--- src/rtl/reset_seq_pkg.sv ---
// Shared types and constants for the reset sequencer: FSM state encoding,
// event counter width and a counter-sizing helper.
package reset_seq_pkg;

    localparam int COUNT_W       = 8;
    localparam int CAUSE_SRC_LSB = 0;

    typedef enum logic [2:0] {
        ST_BEGIN        = 3'd0,
        ST_WAIT_RELEASE = 3'd1,
        ST_IN_PROGRESS  = 3'd2,
        ST_RELEASE      = 3'd3,
        ST_RUNNING      = 3'd4
    } seq_state_e;

    // Bits needed for a down/up counter spanning 0 .. n-1 (never less than one).
    function automatic int cnt_width(input int n);
        return (n > 1) ? $clog2(n) : 1;
    endfunction

    function automatic logic [COUNT_W-1:0] sat_inc(input logic [COUNT_W-1:0] v);
        return (v == '1) ? v : v + COUNT_W'(1);
    endfunction

endpackage

--- src/rtl/reset_debounce.sv ---
// One reset source: two-flop synchroniser, polarity normalisation and a
// debouncer that changes level after DEBOUNCE_CLKS consecutive opposite samples.
module reset_debounce
    import reset_seq_pkg::*;
#(
    parameter bit ACTIVE_LOW    = 1'b0,
    parameter int DEBOUNCE_CLKS = 4
) (
    input  logic clk_i,
    input  logic reset_i,
    input  logic raw_i,
    output logic level_o
);

    localparam int CNT_W = cnt_width(DEBOUNCE_CLKS);

    logic             sync1_q, sync2_q;
    logic             level_q, level_d;
    logic [CNT_W-1:0] cnt_q, cnt_d;
    logic             sample;

    assign sample  = sync2_q ^ ACTIVE_LOW;
    assign level_o = level_q;

    // Any sample matching the current level restarts the run count.
    always_comb begin
        level_d = level_q;
        cnt_d   = '0;
        if (sample != level_q) begin
            if (cnt_q == CNT_W'(DEBOUNCE_CLKS - 1)) begin
                level_d = sample;
            end else begin
                cnt_d = cnt_q + CNT_W'(1);
            end
        end
    end

    always_ff @(posedge clk_i) begin
        if (reset_i) begin
            sync1_q <= 1'b0;
            sync2_q <= 1'b0;
            level_q <= 1'b0;
            cnt_q   <= '0;
        end else begin
            sync1_q <= raw_i;
            sync2_q <= sync1_q;
            level_q <= level_d;
            cnt_q   <= cnt_d;
        end
    end

endmodule

--- src/rtl/reset_sequencer.sv ---
// Merges debounced reset sources and a software request, stretches reset and
// releases the domains in staggered order; reports cause and event count.
module reset_sequencer
    import reset_seq_pkg::*;
#(
    parameter int                     NUM_SOURCES    = 2,
    parameter logic [NUM_SOURCES-1:0] SRC_ACTIVE_LOW = 2'b10,
    parameter int                     DEBOUNCE_CLKS  = 4,
    parameter int                     RESET_CLKS     = 7,
    parameter int                     NUM_DOMAINS    = 3,
    parameter int                     STAGGER_CLKS   = 2
) (
    input  logic                   clk_i,
    input  logic                   reset_i,
    input  logic [NUM_SOURCES-1:0] rst_src_i,
    input  logic                   sw_reset_i,
    output logic [NUM_DOMAINS-1:0] reset_o,
    output logic                   reset_busy_o,
    output logic                   led_reset_o,
    output logic [NUM_SOURCES:0]   reset_cause_o,
    output logic [COUNT_W-1:0]     reset_count_o,
    output seq_state_e             dbg_state_o
);

    localparam int CAUSE_SW = NUM_SOURCES;
    localparam int TMR_MAX  = (RESET_CLKS > STAGGER_CLKS) ? RESET_CLKS : STAGGER_CLKS;
    localparam int TMR_W    = cnt_width(TMR_MAX);

    logic [NUM_SOURCES-1:0] level;
    seq_state_e             state_q, state_d;
    logic [TMR_W-1:0]       tmr_q, tmr_d;
    logic [NUM_DOMAINS-1:0] rst_q, rst_d, rst_shift;
    logic [NUM_SOURCES:0]   cause_q, cause_d;
    logic [COUNT_W-1:0]     count_q, count_d;
    logic                   src_req;

    for (genvar k = 0; k < NUM_SOURCES; k++) begin : g_src
        reset_debounce #(
            .ACTIVE_LOW    (SRC_ACTIVE_LOW[k]),
            .DEBOUNCE_CLKS (DEBOUNCE_CLKS)
        ) u_debounce (
            .clk_i   (clk_i),
            .reset_i (reset_i),
            .raw_i   (rst_src_i[k]),
            .level_o (level[k])
        );
    end

    assign src_req   = |level;
    // Domains release bottom-up, so each release step is a left shift of the mask.
    assign rst_shift = rst_q << 1;

    always_comb begin
        state_d = state_q;
        tmr_d   = tmr_q;
        rst_d   = rst_q;
        cause_d = cause_q;
        count_d = count_q;
        case (state_q)
            ST_BEGIN: begin
                rst_d   = '1;
                state_d = ST_WAIT_RELEASE;
            end
            ST_WAIT_RELEASE: begin
                if (!src_req) begin
                    tmr_d   = TMR_W'(RESET_CLKS - 1);
                    state_d = ST_IN_PROGRESS;
                end
            end
            ST_IN_PROGRESS, ST_RELEASE: begin
                if (src_req) begin
                    state_d = ST_BEGIN;
                    rst_d   = '1;
                    cause_d = cause_q | {1'b0, level};
                    count_d = sat_inc(count_q);
                end else if (tmr_q == '0) begin
                    rst_d   = rst_shift;
                    tmr_d   = TMR_W'(STAGGER_CLKS - 1);
                    state_d = (rst_shift == '0) ? ST_RUNNING : ST_RELEASE;
                end else begin
                    tmr_d = tmr_q - TMR_W'(1);
                end
            end
            ST_RUNNING: begin
                if (src_req || sw_reset_i) begin
                    state_d            = ST_BEGIN;
                    rst_d              = '1;
                    cause_d            = {1'b0, level};
                    cause_d[CAUSE_SW]  = sw_reset_i;
                    count_d            = sat_inc(count_q);
                end
            end
            default: begin
                state_d = ST_BEGIN;
                rst_d   = '1;
            end
        endcase
    end

    always_ff @(posedge clk_i) begin
        if (reset_i) begin
            state_q <= ST_BEGIN;
            tmr_q   <= '0;
            rst_q   <= '1;
            cause_q <= '0;
            count_q <= '0;
        end else begin
            state_q <= state_d;
            tmr_q   <= tmr_d;
            rst_q   <= rst_d;
            cause_q <= cause_d;
            count_q <= count_d;
        end
    end

    assign reset_o       = rst_q;
    assign reset_busy_o  = |rst_q;
    assign led_reset_o   = |rst_q;
    assign reset_cause_o = cause_q;
    assign reset_count_o = count_q;
    assign dbg_state_o   = state_q;

endmodule

--- config.mk ---
export PLATFORM = sky130hd
export DESIGN_NAME = reset_sequencer
export DESIGN_NICKNAME = d
export VERILOG_FILES = /design/src/rtl/reset_seq_pkg.sv /design/src/rtl/reset_debounce.sv /design/src/rtl/reset_sequencer.sv
export SDC_FILE = /design/constraint.sdc
export NUM_CORES = 1
export LEC_CHECK = 0
export ABC_AREA = 1
export CELL_PAD_IN_SITES_DETAIL_PLACEMENT = 1
export CELL_PAD_IN_SITES_GLOBAL_PLACEMENT = 2
export CORE_UTILIZATION = 32
export DETAILED_ROUTE_END_ITERATION = 8
export PLACE_DENSITY_LB_ADDON = 0.12
export SYNTH_ARGS = -nofsm -noshare
export SYNTH_HDL_FRONTEND = slang
export SYNTH_SLANG_ARGS = --single-unit
--- constraint.sdc ---
create_clock -name clk_i -period 2.18 [get_ports clk_i]
set_input_delay 0.545 -clock clk_i [delete_from_list [all_inputs] [get_ports clk_i]]
set_output_delay 0.545 -clock clk_i [all_outputs]
set_load 0.03 [all_outputs]
# Word-level counts from Yosys, hierarchy flattened
# Cells that the tools add are included.
dict set report word_totals {
  register_bits 30
  romBits 0
  elab_cells 74
  latch_bits 0
  memories 0
  ram_bits 0
}
dict set report classes {
  div_mod_pow 0
  mux 21
  bitwise 5
  shift 0
  n_lt_le_gt_ge 0
  mul 0
  add_sub_neg 4
  n_reduce_logical 17
  eq_ne 14
}
# operator count
set ops {}
lappend ops {{$mux W3} 13}
lappend ops {{$mux W8} 3}
lappend ops {{$pmux W8 S2} 1}
lappend ops {{$pmux W3 S2} 2}
lappend ops {{$pmux W3 S4} 1}
lappend ops {{$reduce_and A3 Y1} 4}
lappend ops {{$logic_not A3 Y1} 3}
lappend ops {{$pmux W3 S3} 1}
lappend ops {{$reduce_or A3 Y1} 3}
lappend ops {{$add A8 B1 Y8 const B} 1}
lappend ops {{$eq A8 B8 Y1 const B} 1}
lappend ops {{$ne A2 B2 Y1 const B} 4}
lappend ops {{$eq A3 B2 Y1 const B} 2}
lappend ops {{$add A2 B1 Y2 const B} 2}
lappend ops {{$eq A2 B2 Y1 const B} 2}
lappend ops {{$not A1 Y1} 4}
lappend ops {{$reduce_and A2 Y1} 2}
lappend ops {{$reduce_bool A2 Y1} 2}
lappend ops {{$reduce_or A2 Y1} 2}
lappend ops {{$eq A3 B1 Y1 const B} 1}
lappend ops {{$eq A3 B3 Y1 const B} 1}
lappend ops {{$ne A3 B3 Y1 const B} 1}
lappend ops {{$or A3 B2 Y3} 1}
lappend ops {{$sub A3 B1 Y3 const B} 1}
lappend ops {{other kinds (2)} 3}

# Longest topological paths before layout
dict set report logic_depth {
  ltp_word 5
  mapped_depth 10
  ltp_nobuf 10
}

# Cells and area by module
# Synthesis repeated with hierarchy kept, for this count alone.
dict set report hier_totals {
  cells_unflattened 228
  hier_area_um2 1560.2
}
# mod n_inst area_per_inst_um2 cells_each seq_area_each_um2
set by_module_without_submodules {}
lappend by_module_without_submodules {reset_sequencer 1 1191.1 184 400.4}
lappend by_module_without_submodules {{reset_debounce at g_src[0].u_debounce} 1 186.4 23 100.1}
lappend by_module_without_submodules {{reset_debounce at g_src[1].u_debounce} 1 182.7 21 100.1}

# Worst setup path before layout
# OpenSTA, ideal clock, no wires.
dict set report synth_timing {
  kind {flip-flop to output port}
  start {reg rst_q[1], in the netlist reset_o[1]}
  end {out reset_busy_o}
  t_arrival_ps 1116
  setup_slack_ps 519
  t_required_ps 1635
  stages_incl_launch_ff 5
  path_cell_list {dfxtp_1 inv_1 nand2_1 or2_2 buf_4}
}
dict set report synth_via {
  elab_chain_len 1
}
# element line_no
set synth_rtl {}
lappend synth_rtl {{start: declaration} reset_sequencer.sv:32} ;# logic [NUM_DOMAINS-1:0] rst_q, rst_d, rst_shift;
lappend synth_rtl {{start signal: assignment} reset_sequencer.sv:110} ;# rst_q <= rst_d;
lappend synth_rtl {{$reduce_or A3 Y1} -}
lappend synth_rtl {{end: declaration} reset_sequencer.sv:18} ;# output logic reset_busy_o,
# No other way between the ends.

# Worst setup path after layout
dict set report layout_timing {
  start {reg state_q[2], in the netlist dbg_state_o[2]}
  end {out dbg_state_o[2]}
}
# element line_no
set layout_rtl {}
lappend layout_rtl {{start: declaration} reset_sequencer.sv:30} ;# seq_state_e state_q, state_d;
lappend layout_rtl {{start signal: assignment} reset_sequencer.sv:108} ;# state_q <= state_d;
lappend layout_rtl {{end: declaration} reset_sequencer.sv:22} ;# output seq_state_e dbg_state_o
# No word-level cell between the ends.

==> run metrics <==
Post-synth EDFFs 0; Worst-Margin Slew 0.319 ns; die area 5010 µm²; most frequent cells in the layout nand2_1, dfxtp_1, nor2_1, inv_1, clkdlybuf4s50_1; syn nets 211; #FFs+latches synth 30; post-synthesis cell count 203; antenna violations before repair 0; GR Util All Layers 0.166; Initial Util 0.341; vias in the first global route 1,439; WP data required 1.63 ns; unrepaired setup endpoints after global routing false; placed cell areas 1800 µm²; total of max-cap violations 0; Sum Neg Setup Slack 0 ns; CP max stage cell clkdlybuf4s50_1; Final Cell Area 1880 µm²; n_diodes 0; CTS tree built; Max Slew Vio Count 0; worst skew pair latency 0.27 ns; Mapped Area 1510 µm²; Layout Nets 239; H-tree depth 2; pin count of the biggest net entering global routing 19; Post-Layout Cell Count 282; TritonRoute pass-1 iters 6; register area share after synthesis 0.397; Final Skew 0.00527 ns; Crit. End Element output pin; worst-path fanout max 6; Mapped Avg Cell Area 7.46 µm²; max incr delay on CP 0.72 ns; ys async rst share 0; Die Ht 70.8 µm; core footprint 4440 µm²; FILL cells 552; CTS Buf Count 5; critical path cell sequence clkdlybuf4s50_1; Max Fclk 0.502 GHz; CTS Root Cell clkbuf_8; Std-Cell Rows 24; dpl cells 276; Lkg Pwr 0.762 nW; Synth cell types 30; buffers plus inverters on the worst setup path 1; fin util 0.423; critical path type register to output pin; IO buf count 23; global-route wire length before repair 6420 µm; IO Pins 24; GP Congestion 0.773; peak supply drop 0.397 mV; final hold vios 0; Die W 70.8 µm; via count 1,353; outcome completed; antenna-violating nets left 0; global route overflow 0; worst endpoint data arrival time 1.45 ns; Area growth syn-to-layout 24.2%; HPWL Detailed 2890 µm; most common cell after layout, fill and taps aside nand2_1; Worst slew margin 0.786; Hold Crit Class register to register; Cell Pwr Density 1040 nW/µm²; share of cells above drive strength 1 0.183; wire per inst 13.0 µm; Tcrit/Tclk final 0.914; total design power 1.96 mW; DRC Markers 0; top_reg_cell synth dfxtp_1; Ys Warns 0; Final setup viols 0; Clock Pin Slew Worst Setup and Hold Paths 0.06 ns; Initial DRC Count 26; Clock Tree Buf Depth 2; CP Launch Type register; vias per cell 4.80; final WL 3660 µm; Top delay family on crit path buffers and inverters; R2R setup slack 0.59 ns; CTS Sinks 30; fin crit period 1.99 ns
==> final timing paths <==
path	start	endpoint	depth (start not counted)
worst max-delay path	dbg_state_o[2]	dbg_state_o[2]	1
worst min-delay path	g_src[1].u_debounce.sync1_q	g_src[1].u_debounce.sync2_q	2
worst max register to register	reset_count_o[0]	reset_count_o[2]	10
worst min register to register	g_src[1].u_debounce.sync1_q	g_src[1].u_debounce.sync2_q	2
==> cells by family after synthesis <==
group                      share of synthesized area
DFF                                            0.397
and+or+nand+nor                                0.351
adders and majority gates                     0.0248
buffers and inverters                         0.0859
xor gates and xnor gates                      0.0116
AOI/OAI and AO/OA                              0.130
==> routing by layer <==
layer  vias to the layer above  part of all wire  global-route usage
met3                         4             0.031              0.0499
met5                         -                 0                   0
li1                        700                 -                   -
met2                        20              0.52               0.311
met1                       629              0.44               0.177
met4                         0             0.010              0.0533
==> synthesized netlist by cell type (2+ instances only) <==
master | number | area share
nand2_2 | 11 | 0.045
or2_2 | 2 | 0.0083
o21ai_0 | 9 | 0.030
inv_2 | 5 | 0.012
nand2_1 | 37 | 0.092
a31oi_1 | 2 | 0.0083
nor2_1 | 26 | 0.064
inv_1 | 22 | 0.055
dfxtp_1 | 30 | 0.40
nand3_1 | 15 | 0.050
nand2_4 | 2 | 0.015
ha_1 | 3 | 0.025
nor2_4 | 3 | 0.022
a21oi_1 | 13 | 0.043
o211ai_1 | 3 | 0.015
a21oi_2 | 5 | 0.029
nand3_2 | 2 | 0.013
==> sequential cells by signal, summed over array words and instances, names as in the netlist <==
name                      flops
g_src.u_debounce.level_o      2
dbg_state_o                   3
g_src.u_debounce.sample       1
g_src.u_debounce.sync1_q      2
reset_cause_o                 3
tmr_q                         3
reset_count_o                 8
g_src.u_debounce.sync2_q      1
g_src.u_debounce.cnt_q        4
reset_o                       3
==> tightest hold or removal path, cell delays in order, from the launching register on <==
cell and delay, ns:
dfxtp_1 0.29, inv_1 0.04, nor2_1 0.03
==> stage by stage <==
| stage | hold WS [ns] | setup slack [ns] |
|---|---|---|
| 2_1_floorplan | 0.388 | 0.519 |
| 3_3_place_gp | 0.391 | 0.329 |
| 3_5_place_dp | 0.398 | 0.284 |
| 4_1_cts | 0.402 | 0.176 |
| 5_1_grt | 0.429 | 0.104 |
| 6_report | 0.402 | 0.188 |
==> where the power goes <==
group / internal (mW) / switching [mW]
Clock: 0.243 / 0.194
Combinational: 0.290 / 0.499
Sequential: 0.646 / 0.0907
Total: 1.18 / 0.783
==> cell type report <==
class                      instances  area (µm²)  share of cell area
sequential                        30         601               0.319
tap                               52        65.1              0.0346
timing repair buffer              24         235               0.125
clock buffer                       6        82.6              0.0439
inverter                          29         114              0.0605
multi-input combinational        141         783               0.417
==> repair_timing <==
| item | in CTS | in global routing |
|---|---|---|
| gates resized for setup | 2 | 0 |
| hold buffers | 0 | 0 |
| setup endpoints to repair | 2 | 0 |
| buffers inserted | 0 | 0 |
Note: power is estimated with default switching activity, not from simulation.
